### config.mk
export PLATFORM = sky130hd
export DESIGN_NAME = reg_file
export DESIGN_NICKNAME = d
export VERILOG_FILES = /design/src/rtl/reg_file_pkg.sv /design/src/rtl/rf_read_port.sv /design/src/rtl/reg_file.sv
export SDC_FILE = /design/constraint.sdc
export NUM_CORES = 2
export LEC_CHECK = 0
export CORE_MARGIN = 1
export CORE_UTILIZATION = 40
export CTS_CLUSTER_SIZE = 40
export DETAILED_ROUTE_END_ITERATION = 10
export GPL_ROUTABILITY_DRIVEN = 1
export GPL_TIMING_DRIVEN = 0
export PLACE_DENSITY = 0.59
export SYNTH_ARGS = -nofsm -noshare
export SYNTH_HDL_FRONTEND = slang
export SYNTH_HIERARCHICAL = 1
export SYNTH_SLANG_ARGS = --single-unit
### constraint.sdc
create_clock -name clk -period 5.9 [get_ports clk]
set_clock_uncertainty 0.15 [all_clocks]
set_input_delay 1.18 -clock clk [delete_from_list [all_inputs] [get_ports clk]]
set_output_delay 1.18 -clock clk [all_outputs]
set_load 0.02 [all_outputs]
### src/rtl/reg_file_pkg.sv
// Shared widths and constants for the rename-aware architectural register file.
// Imported by the register file top and its read-port helper.
package reg_file_pkg;

    localparam int unsigned DATA_W    = 32;
    localparam int unsigned REG_N     = 32;
    localparam int unsigned ROB_ID_W  = 4;
    localparam int unsigned REG_IDX_W = 5;

    localparam logic TRUE  = 1'b1;
    localparam logic FALSE = 1'b0;

    // A rename or commit only has an architectural effect when it targets a real register.
    function automatic logic writes_reg(input logic valid, input logic [REG_IDX_W-1:0] rd);
        return valid && (rd != '0);
    endfunction

endpackage

### src/rtl/rf_read_port.sv
// One combinational source-operand read port: x0 gating plus same-cycle commit forwarding.
// The caller supplies the already-selected register entry.
module rf_read_port #(
    parameter int unsigned DATA_W   = reg_file_pkg::DATA_W,
    parameter int unsigned ROB_ID_W = reg_file_pkg::ROB_ID_W
) (
    input  logic [reg_file_pkg::REG_IDX_W-1:0] rs,
    input  logic [DATA_W-1:0]                  reg_value,
    input  logic                               reg_busy,
    input  logic [ROB_ID_W-1:0]                reg_tag,
    input  logic                               commit_fire,
    input  logic [reg_file_pkg::REG_IDX_W-1:0] commit_rd,
    input  logic [ROB_ID_W-1:0]                commit_rob_id,
    input  logic [DATA_W-1:0]                  commit_value,
    output logic [DATA_W-1:0]                  value,
    output logic                               busy,
    output logic [ROB_ID_W-1:0]                rob_id
);
    import reg_file_pkg::*;

    always_comb begin
        value  = reg_value;
        busy   = reg_busy;
        rob_id = reg_tag;
        if (rs == '0) begin
            value  = '0;
            busy   = FALSE;
            rob_id = '0;
        end else if (commit_fire && (commit_rd == rs) && (reg_tag == commit_rob_id)) begin
            // The retiring producer is the one this register waits on: hand its value over now.
            value  = commit_value;
            busy   = FALSE;
            rob_id = commit_rob_id;
        end
    end

endmodule

### src/rtl/reg_file.sv
// Architectural register file with per-register rename tags, commit forwarding and rollback.
// Two combinational read ports; all state updates on the rising edge, gated by rdy.
module reg_file #(
    parameter int unsigned DATA_W   = reg_file_pkg::DATA_W,
    parameter int unsigned REG_N    = reg_file_pkg::REG_N,
    parameter int unsigned ROB_ID_W = reg_file_pkg::ROB_ID_W
) (
    input  logic                               clk,
    input  logic                               rst,
    input  logic                               rdy,
    input  logic                               ID_rename_valid,
    input  logic [reg_file_pkg::REG_IDX_W-1:0] ID_rename_rd,
    input  logic [ROB_ID_W-1:0]                ID_rename_ROB_id,
    input  logic [reg_file_pkg::REG_IDX_W-1:0] ID_rs1,
    input  logic [reg_file_pkg::REG_IDX_W-1:0] ID_rs2,
    output logic [DATA_W-1:0]                  RS_rs1_value,
    output logic [DATA_W-1:0]                  RS_rs2_value,
    output logic                               RS_rs1_busy,
    output logic                               RS_rs2_busy,
    output logic [ROB_ID_W-1:0]                RS_rs1_ROB_id,
    output logic [ROB_ID_W-1:0]                RS_rs2_ROB_id,
    input  logic                               ROB_commit_valid,
    input  logic [reg_file_pkg::REG_IDX_W-1:0] ROB_commit_rd,
    input  logic [ROB_ID_W-1:0]                ROB_commit_ROB_id,
    input  logic [DATA_W-1:0]                  ROB_commit_value,
    input  logic                               ROB_roll_back_flag
);
    import reg_file_pkg::*;

    logic [DATA_W-1:0]   value_q [REG_N];
    logic [DATA_W-1:0]   value_d [REG_N];
    logic [ROB_ID_W-1:0] tag_q   [REG_N];
    logic [ROB_ID_W-1:0] tag_d   [REG_N];
    logic [REG_N-1:0]    busy_q;
    logic [REG_N-1:0]    busy_d;

    logic commit_fire;
    logic rename_fire;

    // A frozen pipeline must not forward a commit that will not actually retire.
    assign commit_fire = rdy && writes_reg(ROB_commit_valid, ROB_commit_rd);
    assign rename_fire = writes_reg(ID_rename_valid, ID_rename_rd);

    always_comb begin
        value_d = value_q;
        tag_d   = tag_q;
        busy_d  = busy_q;
        if (rdy) begin
            for (int unsigned i = 1; i < REG_N; i++) begin
                if (commit_fire && (ROB_commit_rd == REG_IDX_W'(i))) begin
                    value_d[i] = ROB_commit_value;
                    // A younger rename keeps the register busy under its own tag.
                    if (tag_q[i] == ROB_commit_ROB_id) begin
                        busy_d[i] = FALSE;
                    end
                end
                if (ROB_roll_back_flag) begin
                    busy_d[i] = FALSE;
                end else if (rename_fire && (ID_rename_rd == REG_IDX_W'(i))) begin
                    busy_d[i] = TRUE;
                    tag_d[i]  = ID_rename_ROB_id;
                end
            end
        end
    end

    always_ff @(posedge clk or negedge rst) begin
        if (!rst) begin
            for (int unsigned i = 0; i < REG_N; i++) begin
                value_q[i] <= '0;
                tag_q[i]   <= '0;
            end
            busy_q <= '0;
        end else begin
            value_q <= value_d;
            tag_q   <= tag_d;
            busy_q  <= busy_d;
        end
    end

    rf_read_port #(
        .DATA_W   (DATA_W),
        .ROB_ID_W (ROB_ID_W)
    ) u_rd_port1 (
        .rs            (ID_rs1),
        .reg_value     (value_q[ID_rs1]),
        .reg_busy      (busy_q[ID_rs1]),
        .reg_tag       (tag_q[ID_rs1]),
        .commit_fire   (commit_fire),
        .commit_rd     (ROB_commit_rd),
        .commit_rob_id (ROB_commit_ROB_id),
        .commit_value  (ROB_commit_value),
        .value         (RS_rs1_value),
        .busy          (RS_rs1_busy),
        .rob_id        (RS_rs1_ROB_id)
    );

    rf_read_port #(
        .DATA_W   (DATA_W),
        .ROB_ID_W (ROB_ID_W)
    ) u_rd_port2 (
        .rs            (ID_rs2),
        .reg_value     (value_q[ID_rs2]),
        .reg_busy      (busy_q[ID_rs2]),
        .reg_tag       (tag_q[ID_rs2]),
        .commit_fire   (commit_fire),
        .commit_rd     (ROB_commit_rd),
        .commit_rob_id (ROB_commit_ROB_id),
        .commit_value  (ROB_commit_value),
        .value         (RS_rs2_value),
        .busy          (RS_rs2_busy),
        .rob_id        (RS_rs2_ROB_id)
    );

endmodule

== Word level (Yosys, flattened, before mapping) ==
Index checks and enable logic that the tools add are counted.
Word-level totals
  register bits: 1147
  bits in latches: 0
  memory bits (writable): 0
  logic and storage cells: 577
  output and inout port bits: 74
  ROM bits: 0
  memories kept: 0
Cells by class
  equality and inequality tests: 97
  muxes and demuxes: 152
  reduce and logical (&&, ||, !) cells: 228
  magnitude comparators: 4
  $mul: 0
  bitwise gates (word level): 3
  $add $sub $neg: 0
  shift-type cells: 0
  div/mod/pow operators: 0
Operators by type and width (count)
  32-bit binary-select mux with 5-bit select: 2
  32-bit two-way mux: 8
  3-bit AND reduction: 62
  3-bit nonzero test: 62
  5-bit equality test (second input constant): 32
  4-bit equality test: 33
  1-bit two-way mux: 130
  5-bit by 4-bit equality test with 1-bit output (second input constant): 16
  1-bit logical AND: 69
  2-bit AND reduction: 31
  4-bit binary-select mux with 5-bit select: 2
  5-bit by 3-bit equality test with 1-bit output (second input constant): 8
  4-bit two-way mux: 8
  5-bit by 2-bit equality test with 1-bit output (second input constant): 4
  6-bit >= comparator (second input constant): 2
  5-bit by 6-bit < comparator with 1-bit output (second input constant): 2
  5-bit NOT with 6-bit output: 2
  1-bit binary-select mux with 5-bit select: 2
  5-bit by 1-bit equality test with 1-bit output (second input constant): 2
  5-bit equality test: 2
  5-bit zero test: 2
  5-bit nonzero test: 2
  1-bit NOT: 1

== Logic depth before layout (Yosys ltp) ==
  depth after elaboration: 8
  depth in mapped cells: 15

== Hierarchy ==
The synthesis kept the hierarchy.
Modules (own cells, without submodules)
  reg_file: instances 1, seq. area each 28702.5 µm², cells each 4514, area each 63139.3 µm²
  rf_read_port: instances 2, seq. area each 0.0 µm², cells each 143, area each 934.6 µm²

== Worst setup path after synthesis ==
No wires, ideal clock.
  path kind: input to output
  start point: input ID_rs1[0] in the netlist's numbering
  end point: output RS_rs1_value[0]
  arrival time: 4.073 ns
  stages on the path: 12
  required time: 4.570 ns
  path slack: 0.497 ns
  path through: buf_2 buf_1 mux4_2 a22o_1 o21ai_0 o21ai_0 xnor2_1 and4_1 clkbuf_1 buf_2 nand4_1 a21oi_1
Between the ends
  longest elaborated chain between the ends: 8
Ends and longest elaborated chain
  start, declared: line reg_file.sv:14  | input logic [reg_file_pkg::REG_IDX_W-1:0] ID_rs1,
  5-bit NOT with 6-bit output (implied by the code): line reg_file.sv:86, reg_file.sv:88
  4-bit binary-select mux with 5-bit select: line reg_file.sv:88  | .reg_tag (tag_q[ID_rs1]),
  4-bit two-way mux (implied by the code) (2 in a row): line reg_file.sv:88
  4-bit equality test: line rf_read_port.sv:29  | end else if (commit_fire && (commit_rd == rs) && (reg_tag == commit_rob_id)) begin
  1-bit logical AND: line rf_read_port.sv:29
  32-bit two-way mux: line rf_read_port.sv:29
  32-bit two-way mux *: line rf_read_port.sv:25  | if (rs == '0) begin
  end, declared: line reg_file.sv:16  | output logic [DATA_W-1:0] RS_rs1_value,
Every way passes the cells marked *; elsewhere a longest branch is shown, timed or not. The select of a mux whose other input is x is not followed.

== Final worst setup path ==
  start point: input ROB_commit_rd[1] in the netlist's numbering
  end point: output RS_rs2_value[3]
Between the ends
  longest elaborated chain between the ends: 7
Ends and longest elaborated chain
  start, declared: line reg_file.sv:23  | input logic [reg_file_pkg::REG_IDX_W-1:0] ROB_commit_rd,
  5-bit nonzero test: line reg_file_pkg.sv:15  | return valid && (rd != '0);
  1-bit logical AND: line reg_file_pkg.sv:15
  1-bit logical AND: line reg_file.sv:41  | assign commit_fire = rdy && writes_reg(ROB_commit_valid, ROB_commit_rd);
  named net commit_fire: line reg_file.sv:37  | logic commit_fire;
  1-bit logical AND (2 in a row): line rf_read_port.sv:29
  32-bit two-way mux: line rf_read_port.sv:29
  32-bit two-way mux: line rf_read_port.sv:25
  end, declared: line reg_file.sv:17  | output logic [DATA_W-1:0] RS_rs2_value,
The timed path passes the listed nets, and every way through them passes these cells.

==> results.ini <==
[synthesis]
yosys_warnings = 6
syn_nets = 4866
synth-main-ff-cell = dfrtp_1
ys_seq_area_frac = 0.442
synth-edff-count = 0
synth_area_sq_mm = 0.0650
ys_seq_elements = 1147
avgSynthCellArea_sq_um = 13.5
synth.distinct_cells = 51
syn_inst = 4800
async_flop_share = 1.00

[die]
pin_count = 140
die_w_um = 405
start_util = 0.404
core_sq_mm = 0.161
rows = 147
chipHeight_um = 405
dieArea_sq_mm = 0.164

[placement]
placed_cells = 7114
io_buffers = 137
hpwl_um = 188000
post_dp_cell_area_sq_mm = 0.0695
gp_congestion = 0.990

[timing]
period_needed_ns = 6.02
fmax_ghz = 0.166
rsz0062_at_grt = true
finalHoldViolCount = 0
fin_ws_ns = -0.121
drv_slew = 0
finalCritPeriodShare = 1.02
setup_viol = 27
max_slew_margin = 0.0693
tightestPinTransition_ns = 1.39

[critical_path]
reg2regPathDepth = 5
cpPeakStageDelay_ns = 0.81
cp_num_buf_inv = 4
cp_max_fo = 10
path_depth = 9
required_ns = 4.57
crit_chain = clkdlybuf4s50_1 > clkbuf_2 > nor3_1 > nor2_1 > nand2_2 > clkbuf_1 > o31ai_1 > a21oi_1 > dlygate4sd2_1
cp-end-kind = output pin
cp.arrival_ns = 4.69
crit_family = buffers and inverters
crit_type = primary input to output pin
critPathLaunchType = primary input
slowest_stage = clkdlybuf4s50_1

[drt]
via_per_inst = 6.56
wl_um = 269000
firstDrtPassIters = 6
drtIter0Drc = 6172
drc = 0
ant_nets = 0
wire_per_inst_um = 36.2
vias = 48768

[clock_network]
clk_latency_ns = 0.80
numCtsBuffers = 132
holdBufCountCts = 0
cts_tree = built
ctsRootBufferMaster = clkbuf_16
cts_max_path_buffers = 3
cts.sinks = 1147
cts_max_level = 4
path_clk_slew_ns = 0.06

[global_route]
grt.total_usage = 0.326
grt_max_degree = 169
grt_pass1_vias = 48377
overflow = 0
antenna_found_initial = 12
grt_pass1_wl_um = 375000

[final_layout]
nNetsFinal = 5224
final_cells = 7430
finalInstanceArea_sq_mm = 0.0769
syn2layout_area_growth_pct = 18.3
drive_gt1_frac = 0.468
n_fill_cell = 14229

[pwr]
p_per_area_mw_per_mm2 = 299
cellLeakagePower_nw = 33.9
peakVddDrop_uv = 339

[outcome]
status = complete, but fails checks
violations = negative setup slack

[job]
maxCapViolCount = 0

[worst_hold_path]
worstHoldPathType = primary input to asynchronous set/reset pin

==> placed cells by master (no fill, tap or decap), drive strengths merged, types with 5 or more instances in the layout <==
cell type         n
xor2             72
inv              13
a22o            148
or4              13
diode             9
nor2b            22
o22ai            37
a21o              7
mux2           1227
xnor2            70
o31ai           102
nor4             12
mux2i           185
buf             386
o221ai           37
dfrtp          1147
clkbuf          443
o21ai           163
clkinv           32
clkdlybuf4s50    59
nor3             22
bufinv           12
nand2b           10
a31o             14
clkdlybuf4s15    15
nor2             84
nand4            83
a21oi           108
and4              5
and2              5
nand2           141
a22oi            74
mux4            444
dlygate4sd2      19
nand3            16
==> flip-flops by register name, summed over array words and instances (netlist names) <==
name / count
tag_q: 124
busy_q: 31
value_q: 992
==> Yosys cell counts, types with 2 or more instances <==
cell type | count | share of area
nand4_2 | 2 | 0.00038
and2_1 | 5 | 0.00048
nand2b_1 | 10 | 0.00096
buf_6 | 11 | 0.0019
mux2_2 | 1197 | 0.21
nor3_2 | 5 | 0.00077
buf_4 | 4 | 0.00046
a21o_1 | 7 | 0.00081
nor4_1 | 11 | 0.0011
o22ai_1 | 37 | 0.0036
and3_1 | 2 | 0.00019
a21oi_1 | 108 | 0.0083
clkbuf_1 | 257 | 0.015
xor2_1 | 72 | 0.0097
nor3b_2 | 3 | 0.00058
mux4_2 | 444 | 0.15
nor3_1 | 17 | 0.0013
or4_4 | 2 | 0.00035
dfrtp_1 | 1147 | 0.44
a22oi_1 | 74 | 0.0085
or3_1 | 2 | 0.00019
a22o_1 | 148 | 0.020
nor2_8 | 2 | 0.00062
nor2_1 | 82 | 0.0047
inv_1 | 5 | 0.00029
buf_1 | 91 | 0.0053
buf_2 | 159 | 0.012
xnor2_1 | 70 | 0.0094
nand4_1 | 81 | 0.0078
o221ai_1 | 37 | 0.0050
nand2_1 | 141 | 0.0081
mux2i_1 | 185 | 0.028
o21ai_0 | 163 | 0.013
a32o_1 | 4 | 0.00062
o31ai_1 | 102 | 0.012
a31o_2 | 14 | 0.0019
and4_1 | 5 | 0.00067
nand3_1 | 16 | 0.0012
nor2b_1 | 22 | 0.0021
nand3b_1 | 3 | 0.00035
a31oi_1 | 2 | 0.00019
or3b_1 | 3 | 0.00040
mux2_4 | 30 | 0.0069
or4_1 | 11 | 0.0013
==> worst register-to-register path: cells and delay by family, from the launching register on <==
family,cells,cell delay (ns)
simple gates,2,0.86
xor+xnor,1,0.19
flops,1,0.45
compound gates,2,0.27
==> worst paths after layout <==
check	startpoint	to	slack [ns]
max in group asynchronous	rst	value_q[473]	2.70
max reg2reg	tag_q[70]	busy_q[14]	3.82
min reg2reg	busy_q[4]	busy_q[4]	0.36
min	rst	value_q[741]	0.19
max	ROB_commit_rd[1]	RS_rs2_value[3]	-0.12
min in group clk	busy_q[4]	busy_q[4]	0.36
==> per-stage QoR <==
| step | util | power [mW] | TNS (ns) | setup slack (ns) | hold WS (ns) |
|---|---|---|---|---|---|
| 6_report | 0.478 | 23.0 | -1.08 | -0.121 | 0.185 |
| 2_1_floorplan | - | 12.3 | 0 | 0.497 | 0.312 |
| 3_5_place_dp | 0.432 | 14.0 | -261.74 | -4.31 | 0.344 |
| 5_1_grt | 0.478 | 23.7 | -0.0799 | -0.0239 | 0.213 |
| 4_1_cts | 0.475 | 22.9 | -0.00205 | -0.00141 | 0.212 |
| 3_3_place_gp | 0.429 | 14.0 | - | -50.12 | 0.337 |
==> layout make-up <==
type	instances	area (sq um)	share of cell area
clock buffers	182	3870	0.0503
well taps	2160	2700	0.0351
plain buffers	510	3490	0.0454
repair buffers	236	2420	0.0315
multi-input cells	3126	35000	0.455
flip-flops and latches	1147	28700	0.373
inverters	5	18.8	0.000244
diodes	9	22.5	0.000293
clock inverters	55	658	0.00856
==> power by group <==
| part | switching (mW) | internal (mW) |
|---|---|---|
| clock network | 3.62 | 5.13 |
| registers | 0.793 | 8.85 |
| logic | 2.33 | 2.31 |
| total | 6.73 | 16.3 |
==> per-layer routing <==
metal  part of all wire  track usage  vias up  wire length (um)
met5            0.00067      0.00565        -               179
met4              0.065        0.186       12             17400
met3               0.11        0.110      710             30500
met2               0.43        0.472     3078            116000
met1               0.39        0.425    25773            104000
li1                   -            -    19195                 -
==> cells by family after synthesis <==
family                 Yosys count  synth area share
buffers and inverters          527            0.0350
AND/OR/NAND/NOR                428            0.0340
flip-flops                    1147             0.442
multiplexers                  1856             0.397
AO/OA/AOI/OAI                  700            0.0737
XOR/XNOR                       142            0.0191
==> timing repair <==
action / 4_1_cts / 5_1_grt
setup buffers: 50 / 30
setup endpoints to repair: 74 / 66
resized for setup: 756 / 100
cloned: 0 / 2
pin swaps: 45 / 31
Note: power is estimated with default switching activity, not from simulation.
